--- config.mk ---
export PLATFORM = sky130hd
export DESIGN_NAME = byte_stream_loader
export DESIGN_NICKNAME = d
export VERILOG_FILES = /design/src/rtl/byte_stream_loader_pkg.sv /design/src/rtl/byte_to_word.sv /design/src/rtl/byte_stream_loader.sv
export SDC_FILE = /design/constraint.sdc
export NUM_CORES = 1
export LEC_CHECK = 0
export CAP_MARGIN = 40
export CORE_ASPECT_RATIO = 0.6
export CORE_UTILIZATION = 47
export CTS_BUF_LIST = sky130_fd_sc_hd__clkbuf_4 sky130_fd_sc_hd__clkbuf_8
export CTS_CLUSTER_DIAMETER = 150
export DETAILED_ROUTE_END_ITERATION = 12
export PLACE_DENSITY = 0.81
export SLEW_MARGIN = 20
export SYNTH_ARGS = -nofsm -noshare
export SYNTH_HDL_FRONTEND = slang
export SYNTH_SLANG_ARGS = --single-unit
export TNS_END_PERCENT = 50
--- constraint.sdc ---
create_clock -name clk -period 1.61 [get_ports clk]
set_input_delay 0.161 -clock clk [delete_from_list [all_inputs] [get_ports clk]]
set_output_delay 0.161 -clock clk [all_outputs]
set_load 0.01 [all_outputs]
--- src/rtl/byte_stream_loader_pkg.sv ---
// Shared types and helpers for the byte stream loader.
// Holds the FSM state encoding and the byte-lane decode.
package loader_pkg;

    typedef enum logic [1:0] {
        IDLE,
        COLLECT,
        WRITE,
        DONE
    } loader_state_t;

    localparam int LANES = 4;

    function automatic logic [LANES-1:0] lane_onehot(input logic [1:0] lane);
        lane_onehot = 4'b0001 << lane;
    endfunction

endpackage

--- src/rtl/byte_to_word.sv ---
// Maps a byte address and byte value onto a word address,
// a one-hot lane enable and a lane-positioned 32-bit word.
module byte_to_word
    import loader_pkg::*;
#(
    parameter int BYTE_ADDR_WIDTH = 6
) (
    input  logic [BYTE_ADDR_WIDTH-1:0] byte_addr_in,
    input  logic [7:0]                 byte_data_in,
    output logic [BYTE_ADDR_WIDTH-3:0] word_addr_out,
    output logic [3:0]                 word_byte_en_out,
    output logic [31:0]                word_data_out
);

    logic [1:0] w_lane;

    assign w_lane           = byte_addr_in[1:0];
    assign word_addr_out    = byte_addr_in[BYTE_ADDR_WIDTH-1:2];
    assign word_byte_en_out = lane_onehot(w_lane);
    assign word_data_out    = {24'b0, byte_data_in} << {w_lane, 3'b000};

endmodule

--- src/rtl/byte_stream_loader.sv ---
// Loads a valid/ready byte stream into word memory, merging
// consecutive bytes of one word into a single masked write.
module byte_stream_loader
    import loader_pkg::*;
#(
    parameter int BYTE_ADDR_WIDTH = 6
) (
    input  logic                       clk,
    input  logic                       rst,
    input  logic                       start_in,
    input  logic [BYTE_ADDR_WIDTH-1:0] base_addr_in,
    input  logic [BYTE_ADDR_WIDTH:0]   len_in,
    input  logic                       byte_valid_in,
    input  logic [7:0]                 byte_data_in,
    output logic                       byte_ready_out,
    output logic                       mem_we_out,
    output logic [BYTE_ADDR_WIDTH-3:0] mem_addr_out,
    output logic [3:0]                 mem_byte_en_out,
    output logic [31:0]                mem_data_out,
    input  logic                       mem_ack_in,
    output logic                       busy_out,
    output logic                       done_out
);

    localparam int BAW = BYTE_ADDR_WIDTH;
    localparam int WAW = BYTE_ADDR_WIDTH - 2;
    localparam logic [BAW:0] LEN_ONE = (BAW+1)'(1);

    loader_state_t r_state;
    loader_state_t w_state_nxt;

    logic [BAW-1:0] r_cur_addr;
    logic [BAW:0]   r_remaining;
    logic [WAW-1:0] r_buf_waddr;
    logic [3:0]     r_buf_be;
    logic [31:0]    r_buf_data;

    logic [WAW-1:0] w_waddr;
    logic [3:0]     w_be;
    logic [31:0]    w_data;
    logic           w_hs;
    logic           w_flush;
    logic           w_ack;
    logic           w_start;

    byte_to_word #(
        .BYTE_ADDR_WIDTH(BAW)
    ) u_b2w (
        .byte_addr_in    (r_cur_addr),
        .byte_data_in    (byte_data_in),
        .word_addr_out   (w_waddr),
        .word_byte_en_out(w_be),
        .word_data_out   (w_data)
    );

    assign w_start = (r_state == IDLE) && start_in;
    assign w_hs    = byte_valid_in && (r_state == COLLECT);
    // Flush on the top lane so a word write never spans two words, even at wrap.
    assign w_flush = w_hs && (w_be[3] || (r_remaining == LEN_ONE));
    assign w_ack   = mem_ack_in && (r_state == WRITE);

    always_comb begin
        w_state_nxt = r_state;
        unique case (r_state)
            IDLE: begin
                if (start_in) begin
                    w_state_nxt = (len_in == '0) ? DONE : COLLECT;
                end
            end
            COLLECT: begin
                if (w_flush) begin
                    w_state_nxt = WRITE;
                end
            end
            WRITE: begin
                if (mem_ack_in) begin
                    w_state_nxt = (r_remaining == '0) ? DONE : COLLECT;
                end
            end
            DONE:    w_state_nxt = IDLE;
            default: w_state_nxt = IDLE;
        endcase
    end

    always_ff @(posedge clk) begin
        if (rst) begin
            r_state     <= IDLE;
            r_cur_addr  <= '0;
            r_remaining <= '0;
            r_buf_waddr <= '0;
            r_buf_be    <= '0;
            r_buf_data  <= '0;
        end else begin
            r_state <= w_state_nxt;
            if (w_start) begin
                r_cur_addr  <= base_addr_in;
                r_remaining <= len_in;
            end
            if (w_hs) begin
                r_cur_addr  <= r_cur_addr + BAW'(1);
                r_remaining <= r_remaining - LEN_ONE;
                r_buf_waddr <= w_waddr;
                r_buf_be    <= r_buf_be | w_be;
                r_buf_data  <= r_buf_data | w_data;
            end
            if (w_ack) begin
                r_buf_be   <= '0;
                r_buf_data <= '0;
            end
        end
    end

    assign byte_ready_out  = (r_state == COLLECT);
    assign mem_we_out      = (r_state == WRITE);
    assign mem_addr_out    = r_buf_waddr;
    assign mem_byte_en_out = r_buf_be;
    assign mem_data_out    = r_buf_data;
    assign busy_out        = (r_state != IDLE);
    assign done_out        = (r_state == DONE);

endmodule

## Word level (Yosys, flattened, before mapping)

Index checks and enable logic that the tools add are counted.

| storage, ports and cells | value |
|---|---|
| input port bits | 26 |
| logic and storage cells | 41 |
| bits in registers | 55 |
| output and inout bits | 44 |

| operators by class | value |
|---|---|
| reduce and logical (&&, ||, !) cells | 12 |
| bitwise operators | 2 |
| add/subtract/negate cells | 2 |
| shifts and indexed selects | 2 |
| eq/ne operators | 7 |
| mux-type cells | 10 |

Operator list:

| cell | number |
|---|---|
| 32-bit OR | 1 |
| 8-bit by 5-bit left shift with 32-bit output | 1 |
| 7-bit zero test | 2 |
| 7-bit two-way mux | 2 |
| 6-bit two-way mux | 2 |
| 2-bit two-way mux | 5 |
| 2-bit case mux with 4 select lines | 1 |
| 7-bit by 1-bit equality test with 1-bit output, second input constant | 1 |
| 7-bit by 1-bit subtractor with 7-bit output, second input constant | 1 |
| 6-bit by 1-bit adder with 6-bit output, second input constant | 1 |
| 2-bit equality test, second input constant | 2 |
| 1-bit logical AND | 4 |
| 2-bit by 1-bit != test with 1-bit output, second input constant | 2 |
| 4-bit OR | 1 |
| 2-bit nonzero test | 2 |
| 1-bit by 2-bit left shift with 4-bit output, first input constant | 1 |
| 3-bit AND reduction | 1 |
| 2-bit by 1-bit equality test with 1-bit output, second input constant | 1 |
| 2-bit zero test | 1 |
| 2-bit != test, second input constant | 1 |
| 2-bit OR reduction | 1 |
| 1-bit logical OR | 1 |

## Depth between registers and ports, before layout

| logic depth | value |
|---|---|
| depth after elaboration | 5 |
| gate-level depth with buffers | 6 |
| gate-level depth less buffers | 6 |

## Modules after synthesis

Synthesis repeated with hierarchy kept, for this count alone.

| unflattened totals | value |
|---|---|
| cell total of the unflattened synthesis | 291 |
| area total of the unflattened synthesis | 2,491.1 µm² |

By module, submodules not included:

| module | cells an instance | seq. area each (µm²) | area each (µm²) | instances |
|---|---|---|---|---|
| byte_stream_loader | 245 | 1,101.1 | 2,158.3 | 1 |
| byte_to_word | 46 | 0.0 | 332.8 | 1 |

## Worst setup path after synthesis

Ideal clock, no wire load.

| timing path | value |
|---|---|
| kind | register to register |
| start point | reg r_state[0] |
| end point | reg r_remaining[5] |
| data arrival time | 1.272 ns |
| clock period less this slack | 1.406 ns |
| cell stages (with the launch flop) | 7 |
| slack | 0.204 ns |
| buffers on the path | 2 |
| setup time | 0.134 ns |
| required time | 1.476 ns |
| path through | dfxtp_1 buf_6 or2_4 or2_2 clkbuf_1 o211ai_1 a31oi_1 |

| between the ends | value |
|---|---|
| word-level cells in the longest chain between the ends | 3 |
| elaborated cells on any way between the ends | 6 |
| those cells by class | eq/ne: 1; mux: 1; reduce/logical: 4 |

RTL lines:

| element | RTL line | RTL |
|---|---|---|
| start, declared | byte_stream_loader.sv:29 | `loader_state_t r_state;` |
| start signal, assigned | byte_stream_loader.sv:94 | `r_state <= w_state_nxt;` |
| 2-bit by 1-bit equality test with 1-bit output or 2-bit zero test (tied branches) | byte_stream_loader.sv:57, byte_stream_loader.sv:56 |  |
| 1-bit logical AND (on tied branches) | byte_stream_loader.sv:57, byte_stream_loader.sv:56 |  |
| 7-bit two-way mux or 2-bit nonzero test (tied branches) | n/a |  |
| end signal, assigned | byte_stream_loader.sv:97 | `r_remaining <= len_in;` |
| end signal, assigned | byte_stream_loader.sv:101 | `r_remaining <= r_remaining - LEN_ONE;` |
| end, declared | byte_stream_loader.sv:33 | `logic [BAW:0] r_remaining;` |

Several ways; a longest one is shown, not always the timed one.
A chain may end at the register's enable or synchronous reset.

## Worst setup path after layout

| timing path | value |
|---|---|
| start point | reg r_state[0] |
| end point | out done_out |

| between the ends | value |
|---|---|
| word-level cells in the longest chain between the ends | 1 |

RTL lines:

| element | RTL line | RTL |
|---|---|---|
| 2-bit equality test | byte_stream_loader.sv:119 | `assign done_out = (r_state == DONE);` |
| end, declared | byte_stream_loader.sv:22 | `output logic done_out` |

Every way passes these cells.

==> results.toml <==
[floorplan]
fp.dieH_um = 55.0
die_area_um2 = 4960
start_util = 0.511
placementRows = 18
fp.dieW_um = 90.3
pin_count = 70
coreArea_um2 = 4300

[global_routing]
antenna_found_initial = 0
grt_usage = 0.253
grt_pass1_vias = 1918
grt_start_max_net_pins = 37
overflow = 0
grt_pass1_wl_um = 9530

[timing]
finalCritPeriodShare = 0.958
skew_ns = 0.00881
max_freq_ghz = 0.649
hold_viol = 0
finalSetupViolCount = 0
finalWorstSetupSlack_ns = 0.0680
rsz0062_at_grt = "false"
slew_violations = 0
finalCriticalPeriod_ns = 1.54
worstMarginPinSlew_ns = 0.270
relSlewSlack = 0.820

[pwr]
power_switching_uw = 802
ir_drop_mv = 0.566
combPwrFrac = 0.197
power.leakage_nw = 1.21
clkPwrFrac = 0.280
power.density_nw_per_um2 = 906
swShare = 0.281
p_int_mw = 2.05
seqPwrFrac = 0.523

[cells_and_area]
fin_area_um2 = 3150
area_delta_synth_final_pct = 43.4
final_util = 0.732
drive_gt1_frac = 0.110
final_common_cell = "clkdlybuf4s50_1"
final_nets = 367
layout_common_cells = "66 x clkdlybuf4s50_1, 53 x dfxtp_1, 50 x nor2_1"
antenna_cells = 0

[routing]
vias = 2094
dr.pass1.iters = 4
viasPerCell = 5.29
wire_per_inst_um = 15.3
antenna_left = 0
drc = 0
drt_iter0_drc = 198
finalWirelength_um = 6040

[yosys]
synthMuxAreaShare = 0.00968
ys_warn_count = 0
synth_fa_ha_area_frac = 0.0342
avgSynthCellArea_um2 = 8.65
synth-edff-count = 0
synth_area_leader_cell = "dfxtp_1"
yosysTopAreaCellShare = 0.501
synth_top_family_by_area = "simple AND/OR/NAND/NOR gates"
synth_seq_area_share = 0.501
ys.flop_type = "dfxtp_1"
synth_xor_area_frac = 0.00399
synth_cells = 254
yosys.area_share.simple = 0.219
ys_seq_elements = 55
netlist_area_um2 = 2200
synth-compound-area-share = 0.187
ys_types = 43
syn-num-nets = 286
async_flop_share = 0
synth_area_leaders = "dfxtp_1 50%, a21oi_1 10%, nor2_1 8.5%"

[cts]
cts_root_buf = "clkbuf_8"
cts_num_sinks = 55
clockBufferDepth = 2
postCtsSetupBuffers = 0
htree_levels = 2
cts_buffers = 5
path_clk_slew_ns = 0.09
cts_tree = "built"
clock_latency_ns = 0.31

[setup_path]
cp.arrival_ns = 1.38
worst-setup-path-type = "reg -> out"
cp-start-kind = "flop"
r2r_cells = 5
worst_ep_required_time_ns = 1.45
end_kind = "output pin"
critPathMaxFanout = 10

[placed_design]
portBuffers = 69
post-place-ws_ns = -0.0940
place_congestion = 0.863
placedInstanceArea_um2 = 3040
hpwl_um = 4410

[flow_run]
max-cap-violations = 0

[hold_path]
worstHoldPathType = "in -> reg"
whs_path_depth = 3

[run_status]
run_status = "completed"
final timing paths:
check	slack [ns]	from	endpoint
setup / recovery	0.07	r_state[0]	done_out
hold / removal	0.43	base_addr_in[5]	r_cur_addr[5]
setup reg to reg	0.16	r_remaining[1]	r_state[1]
hold reg to reg	0.47	mem_addr_out[0]	mem_addr_out[0]
power groups by stage:
stage / registers, mW / logic [mW] / clock network (mW)
CTS: 1.49 / 0.555 / 0.805
floorplan: 1.51 / 0.289 / 0
global placement: 1.52 / 0.541 / 0
detailed placement: 1.52 / 0.553 / 0
finish: 1.49 / 0.563 / 0.799
global route: 1.50 / 0.616 / 0.869
critical path: stages (launching register included):
cell and delay, ns:
dfxtp_4 0.42, and2_1 0.13, clkdlybuf4s50_1 0.52
cell usage after synthesis, drive strengths merged (2+ instances only):
cell and count:
and3 2, nor4 2, nor3 7, ha 6, a2111oi 2, buf 10
nand3 6, or3 2, dfxtp 55, o21ai 3, a211oi 2, or2 3
a31oi 5, o211ai 3, nand4 2, nor2b 2, a221oi 3, nor2 51
inv 7, clkbuf 3, or4 2, nand2 17, a21oi 45
flip-flops by register name, indices dropped and copies added (netlist names):
register         flops
r_state              2
r_remaining          7
mem_byte_en_out      4
r_cur_addr           6
mem_addr_out         4
mem_data_out        32
kinds of logic after synthesis:
| family | count (synthesis) |
|---|---|
| muxes | 2 |
| AOI/OAI and AO/OA | 69 |
| buffers and inverters | 20 |
| DFF | 55 |
| adders and majority gates | 6 |
| and+or+nand+nor | 101 |
| xor gates and xnor gates | 1 |
metrics by stage:
stage / total power [mW] / cells / hold slack (ns) / setup TNS, ns
global route: 2.99 / 396 / 0.470 / 0
finish: 2.86 / 396 / 0.435 / 0
CTS: 2.85 / 396 / 0.434 / 0
global placement: 2.06 / 388 / 0.446 / -0.00567
detailed placement: 2.07 / 388 / 0.455 / -0.624
floorplan: 1.80 / 254 / 0.302 / 0
per-layer routing:
| metal | up-vias | global-route usage | routed length [µm] |
|---|---|---|---|
| met5 | - | 0 | 0 |
| met1 | 968 | 0.376 | 3100 |
| met3 | 2 | 0.0492 | 407 |
| met4 | 0 | 0.0806 | 27 |
| li1 | 1053 | - | - |
| met2 | 71 | 0.370 | 2510 |
area by class of cell:
cell class	count	area, µm²
clock buffers	6	82.6
clock inverters	2	16.3
multi-input cells	179	1000
flip-flops and latches	55	1110
fillers	345	1150
repair buffers	87	838
well taps	60	75.1
inverters	7	26.3
timing repair:
item,4_1_cts,5_1_grt
hold buffers,0,0
cloned,0,0
gates resized for setup,6,3
endpoints found under the setup margin,4,2
(Power assumes the default switching activity.)
